### src/rtl/gshare_predictor_if.sv
// Purpose : Bundles the fetch-side prediction port and the execute-side training
//           port of the gshare branch direction predictor.
// Ports   : pred_* (fetch asks, predictor answers combinationally),
//           upd_* (execute reports resolved branches back to the predictor).
// Latency : no flow control; every asserted valid is consumed on the edge it is seen.
interface gshare_predictor_if #(
  parameter int INDEX_BITS = 6,
  parameter int XLEN       = 32
);
  // Fetch side
  logic                  pred_valid;
  logic [XLEN-1:0]       pred_pc;
  logic                  pred_taken;
  logic [INDEX_BITS-1:0] pred_ghr;

  // Execute side
  logic                  upd_valid;
  logic [XLEN-1:0]       upd_pc;
  logic [INDEX_BITS-1:0] upd_ghr;
  logic                  upd_taken;
  logic                  upd_mispredict;

  // Pipeline drives requests and resolutions
  modport master (
    output pred_valid, pred_pc,
    output upd_valid, upd_pc, upd_ghr, upd_taken, upd_mispredict,
    input  pred_taken, pred_ghr
  );

  // Predictor answers predictions and absorbs training
  modport slave (
    input  pred_valid, pred_pc,
    input  upd_valid, upd_pc, upd_ghr, upd_taken, upd_mispredict,
    output pred_taken, pred_ghr
  );
endinterface

### src/rtl/gshare_predictor.sv
// Purpose : Gshare direction predictor: 2-bit saturating counters indexed by
//           pc[INDEX_BITS+1:2] ^ GHR, with a speculative GHR repaired on mispredict.
// Latency : prediction is combinational; training and GHR changes are visible 1 cycle later.
// Backpr. : none; prediction and update are both accepted every cycle.
// Ports   : clock, reset (synchronous, active-high), bp (gshare_predictor_if.slave).
module gshare_predictor #(
  parameter int         INDEX_BITS = 6,
  parameter logic [1:0] CTR_INIT   = 2'b01,
  parameter int         XLEN       = 32
) (
  input  logic               clock,
  input  logic               reset,
  gshare_predictor_if.slave  bp
);

  localparam int DEPTH = 1 << INDEX_BITS;

  // Counter table and global history
  logic [1:0]            r_ctr [DEPTH];
  logic [INDEX_BITS-1:0] r_ghr;

  logic [INDEX_BITS-1:0] w_pred_idx;
  logic [INDEX_BITS-1:0] w_upd_idx;
  logic                  w_pred_taken;
  logic [1:0]            w_ctr_cur;
  logic [1:0]            w_ctr_nxt;
  logic                  w_repair;

  // PC bits [1:0] and the bits above the index never participate in hashing
  logic w_unused_pc;
  assign w_unused_pc = ^{bp.pred_pc[XLEN-1:INDEX_BITS+2], bp.pred_pc[1:0],
                         bp.upd_pc[XLEN-1:INDEX_BITS+2],  bp.upd_pc[1:0]};

  assign w_pred_idx = bp.pred_pc[INDEX_BITS+1:2] ^ r_ghr;
  assign w_upd_idx  = bp.upd_pc[INDEX_BITS+1:2]  ^ bp.upd_ghr;

  // Read happens against the registered table, so a same-cycle update to the
  // same entry is only seen by the next prediction (read-before-write).
  assign w_pred_taken  = bp.pred_valid & r_ctr[w_pred_idx][1];
  assign bp.pred_taken = w_pred_taken;
  assign bp.pred_ghr   = r_ghr;

  assign w_ctr_cur = r_ctr[w_upd_idx];
  assign w_repair  = bp.upd_valid & bp.upd_mispredict;

  // Saturating increment / decrement of the trained counter
  always_comb begin
    w_ctr_nxt = w_ctr_cur;
    if (bp.upd_taken) begin
      if (w_ctr_cur != 2'b11) w_ctr_nxt = w_ctr_cur + 2'b01;
    end else begin
      if (w_ctr_cur != 2'b00) w_ctr_nxt = w_ctr_cur - 2'b01;
    end
  end

  always_ff @(posedge clock) begin
    if (reset) begin
      for (int i = 0; i < DEPTH; i++) r_ctr[i] <= CTR_INIT;
      r_ghr <= '0;
    end else begin
      if (bp.upd_valid) r_ctr[w_upd_idx] <= w_ctr_nxt;

      // Repair rebuilds history from the branch's own snapshot plus its real
      // outcome; any younger speculative shift this cycle is on the wrong path.
      if (w_repair)
        r_ghr <= {bp.upd_ghr[INDEX_BITS-2:0], bp.upd_taken};
      else if (bp.pred_valid)
        r_ghr <= {r_ghr[INDEX_BITS-2:0], w_pred_taken};
    end
  end

endmodule

### src/flat_wrapper.sv
// flat-port wrapper written by rule: the top's interface ports become plain ports
module gshare_predictor_flat 
#(
  parameter int         INDEX_BITS = 6,
  parameter logic [1:0] CTR_INIT   = 2'b01,
  parameter int         XLEN       = 32
)
  (clock, reset, bp_pred_valid, bp_pred_pc, bp_upd_valid, bp_upd_pc, bp_upd_ghr, bp_upd_taken, bp_upd_mispredict, bp_pred_taken, bp_pred_ghr);
  gshare_predictor_if #(.INDEX_BITS(INDEX_BITS), .XLEN(XLEN)) bp_i ();
  input  logic clock;
  input  logic reset;
  input wire logic [$bits(bp_i.pred_valid)-1:0] bp_pred_valid;
  input wire logic [$bits(bp_i.pred_pc)-1:0] bp_pred_pc;
  input wire logic [$bits(bp_i.upd_valid)-1:0] bp_upd_valid;
  input wire logic [$bits(bp_i.upd_pc)-1:0] bp_upd_pc;
  input wire logic [$bits(bp_i.upd_ghr)-1:0] bp_upd_ghr;
  input wire logic [$bits(bp_i.upd_taken)-1:0] bp_upd_taken;
  input wire logic [$bits(bp_i.upd_mispredict)-1:0] bp_upd_mispredict;
  output wire logic [$bits(bp_i.pred_taken)-1:0] bp_pred_taken;
  output wire logic [$bits(bp_i.pred_ghr)-1:0] bp_pred_ghr;
  assign bp_i.pred_valid = bp_pred_valid;
  assign bp_i.pred_pc = bp_pred_pc;
  assign bp_i.upd_valid = bp_upd_valid;
  assign bp_i.upd_pc = bp_upd_pc;
  assign bp_i.upd_ghr = bp_upd_ghr;
  assign bp_i.upd_taken = bp_upd_taken;
  assign bp_i.upd_mispredict = bp_upd_mispredict;
  assign bp_pred_taken = bp_i.pred_taken;
  assign bp_pred_ghr = bp_i.pred_ghr;
  gshare_predictor #(.INDEX_BITS(INDEX_BITS), .CTR_INIT(CTR_INIT), .XLEN(XLEN)) u_core (.clock(clock), .reset(reset), .bp(bp_i));
endmodule
### config.mk
export PLATFORM = sky130hd
export DESIGN_NAME = gshare_predictor_flat
export DESIGN_NICKNAME = d
export VERILOG_FILES = /design/src/rtl/gshare_predictor_if.sv /design/src/rtl/gshare_predictor.sv /design/src/flat_wrapper.sv
export SDC_FILE = /design/constraint.sdc
export NUM_CORES = 1
export LEC_CHECK = 0
export ABC_AREA = 1
export CORE_MARGIN = 4
export CORE_UTILIZATION = 40
export CTS_CLUSTER_DIAMETER = 200
export DETAILED_ROUTE_END_ITERATION = 8
export SYNTH_ARGS = -nofsm -noshare
export SYNTH_HDL_FRONTEND = slang
export SYNTH_SLANG_ARGS = --single-unit
### constraint.sdc
create_clock -name clock -period 2.2 [get_ports clock]
set_clock_uncertainty 0.05 [all_clocks]
set_input_delay 0.55 -clock clock [delete_from_list [all_inputs] [get_ports clock]]
set_output_delay 0.55 -clock clock [all_outputs]
set_load 0.02 [all_outputs]
==> flow_summary.yaml, run 1 <==
floorplan:
  fp.dieH_um: 149
  rows: 51
  die_width_um: 149
  initial_core_util_pct: 40.8
  die_area_um2: 22300
  io_pins: 83
  core_um2: 19600
routing:
  drt_wl_total_um: 30500
  drcViolationCount: 0
  num_vias: 8264
  first_pass_iters: 6
  first_iter_violations: 950
  wl_per_cell_um: 20.4
  ant_nets: 0
  routed_via_density: 5.53
power:
  total_power_mw: 9.72
  irDropWorstVdd_v: 0.000538
  power_density_nw_per_um2: 760
  comb_power_share_pct: 37.6
  clkPwrFrac_pct: 32.4
  switching_power_mw: 3.06
  switching_share_pct: 31.5
  internal-power_mw: 6.66
  seq_power_share_pct: 30.0
  p_leak_nw: 4.89
global_route:
  use_met2_pct: 43.5
  grt-busiest-layer: "met2"
  use_met3_pct: 5.01
  track_usage_pct: 26.6
  grt_pass1_vias: 8037
  grt_first_pass_wirelength_um: 45000
  grtUsageMet1_pct: 34.6
  grt_max_degree: 67
  grt_overflow: 0
  antenna_found_initial: 0
placed_design:
  port_buffers: 30
  gp_congestion: 0.882
  placed_cells: 1393
  place_ws_ns: -1.19
  hpwlAfterDp_um: 17300
  place_area_um2: 10000
clock_network:
  clk_latency_ns: 0.43
  clk_pin_slew_ns: 0.06
  cts_buffer_depth: 2
  cts_max_level: 4
  numCtsBuffers: 17
  cts_tree: "yes"
  hold_buffers: 0
  clockRootBuffer: "clkbuf_16"
  cts_num_sinks: 134
run_status:
  violations: "setup timing"
  status: "finished with violations"
timing:
  fin_ws_ns: -0.403
  hold_ws_ns: 0.410
  fmax_ghz: 0.384
  fin_crit_ns: 2.60
  rsz0062_at_grt: "yes"
  tns_ns: -27.30
  hold_violations: 0
  max_slew_margin_pct: 41.1
  tightestPinTransition_ns: 0.883
  finalSetupViolCount: 129
  drv_slew: 0
  post-route-period-util_pct: 118
critical_path:
  crit_required_ns: 1.60
  crit_fanout: 8
  crit_arrival_ns: 2.00
  worstSetupPathType: "flop to primary output"
  critPathCaptureType: "primary output"
  cp-start-kind: "flop"
yosys:
  post_synth_num_cell_types: 25
  ys_seq_elements: 134
  syn_inst: 1004
  ys.warnings.count: 0
  syn_area_per_cell_um2: 7.96
  mappedNetlistNets: 1080
  syn-cell-area_um2: 8000
  ys_seq_area_share_pct: 49.6
final_layout:
  drive_above_1_share_pct: 38.4
  final_nets: 1293
  num_antenna_cells: 0
  final_cells: 1495
  utilization_pct: 65.3
  syn_to_final_growth_pct: 59.9
  stdcell_area_um2: 12800
run:
  drv_cap: 0
min_path:
  hold_path.class: "input pin to flop"
-- path summary, 6_finish.rpt --
path | slack (ns) | endpoint | from | cells after the start
max | -0.40 | bp_pred_taken | u_core.bp.pred_ghr[0] | 12
min | 0.41 | u_core.bp.pred_ghr[2] | bp_upd_ghr[1] | 3
max reg2reg | -0.11 | u_core.r_ctr[46][0] | u_core.r_ctr[12][1] | 15
min reg2reg | 0.57 | u_core.bp.pred_ghr[5] | u_core.bp.pred_ghr[5] | 3
-- state kept, by name, summed over array words and instances, names as in the netlist --
register / cells
u_core.r_ctr: 128
u_core.bp.pred_ghr: 6
-- worst max-delay path, stage by stage (launching register included) --
cell and delay (ns):
dfxtp_4 0.38, inv_4 0.06, nand2_4 0.07, nand2_4 0.08
clkbuf_16 0.17, o211ai_1 0.16, nand3_1 0.10, nand3_1 0.09
nand3_1 0.08, nand3_2 0.10, nand2_2 0.08, nor2_4 0.09
buf_6 0.12
-- what timing repair did --
item,CTS,global route
gates resized for setup,180,150
gates cloned,25,7
pin swaps,79,74
setup endpoints to repair,247,178
buffers inserted,42,9
-- synth_stat cells --
| master | number | share of area, % |
|---|---|---|
| nor2_2 | 3 | 0.23 |
| edfxtp_1 | 128 | 48 |
| xnor2_2 | 1 | 0.20 |
| nor3_1 | 7 | 0.44 |
| o21ai_0 | 6 | 0.38 |
| xor2_1 | 1 | 0.11 |
| nand3_2 | 1 | 0.13 |
| nand3_1 | 182 | 11 |
| buf_2 | 15 | 0.94 |
| clkbuf_1 | 20 | 0.94 |
| nand4_1 | 7 | 0.55 |
| inv_1 | 157 | 7.4 |
| nand2_4 | 2 | 0.28 |
| inv_2 | 3 | 0.14 |
| dfxtp_1 | 6 | 1.5 |
| xnor2_1 | 9 | 0.99 |
| a21oi_1 | 2 | 0.13 |
| nand2_1 | 219 | 10 |
| nor2_1 | 137 | 6.4 |
| buf_6 | 10 | 1.4 |
| buf_4 | 13 | 1.2 |
| o22ai_1 | 1 | 0.078 |
| or2_2 | 6 | 0.47 |
| a31oi_1 | 4 | 0.31 |
| o211ai_1 | 64 | 6.0 |
-- final cells by class --
class                   instances  area (µm²)
clock buffers                  18         429
fillers                      1430        6810
clock inverters                14         206
inverters                     160         626
repair buffers                252        3140
multi-input cells             652        4080
flip-flops and latches        134        3970
well taps                     265         332
-- placed cells by master (no fill, tap or decap), types with 18 or more instances in the layout --
master and n:
buf_12 44, buf_16 18, buf_4 124, buf_6 20, clkbuf_16 24, edfxtp_1 128
inv_1 146, nand2_1 194, nand3_1 100, nand3_2 81, nor2_1 66, nor2_2 39
nor2_4 35, o211ai_1 64
-- power by group through the flow --
stage	clock network [mW]	logic, mW	registers (mW)
global placement	0	1.93	2.96
CTS	3.14	3.32	2.91
global route	3.26	3.77	2.92
floorplan	0	1.21	2.94
finish	3.15	3.66	2.92
detailed placement	0	1.94	2.96
-- layer usage --
layer | up-vias | routed length [µm]
met4 | 0 | 1400
met2 | 479 | 14400
met1 | 3922 | 11800
li1 | 3758 | -
met3 | 105 | 2870
met5 | - | 0
-- logic make-up after synthesis --
kind of cell              after synthesis  synth area share (%)
xor gates and xnor gates               11                  1.30
buffers and inverters                 218                  12.0
and+or+nand+nor                       564                  30.2
AOI/OAI and AO/OA                      77                  6.90
DFF                                   134                  49.6
No activity file was read; power rests on OpenSTA's default activity.
==> inputs of run 2 (changes only) <==
Settings changed: CAP_MARGIN set to 0.
==> results of run 2 <==
The final DEF is identical to that of run 1; final timing and power are the same.
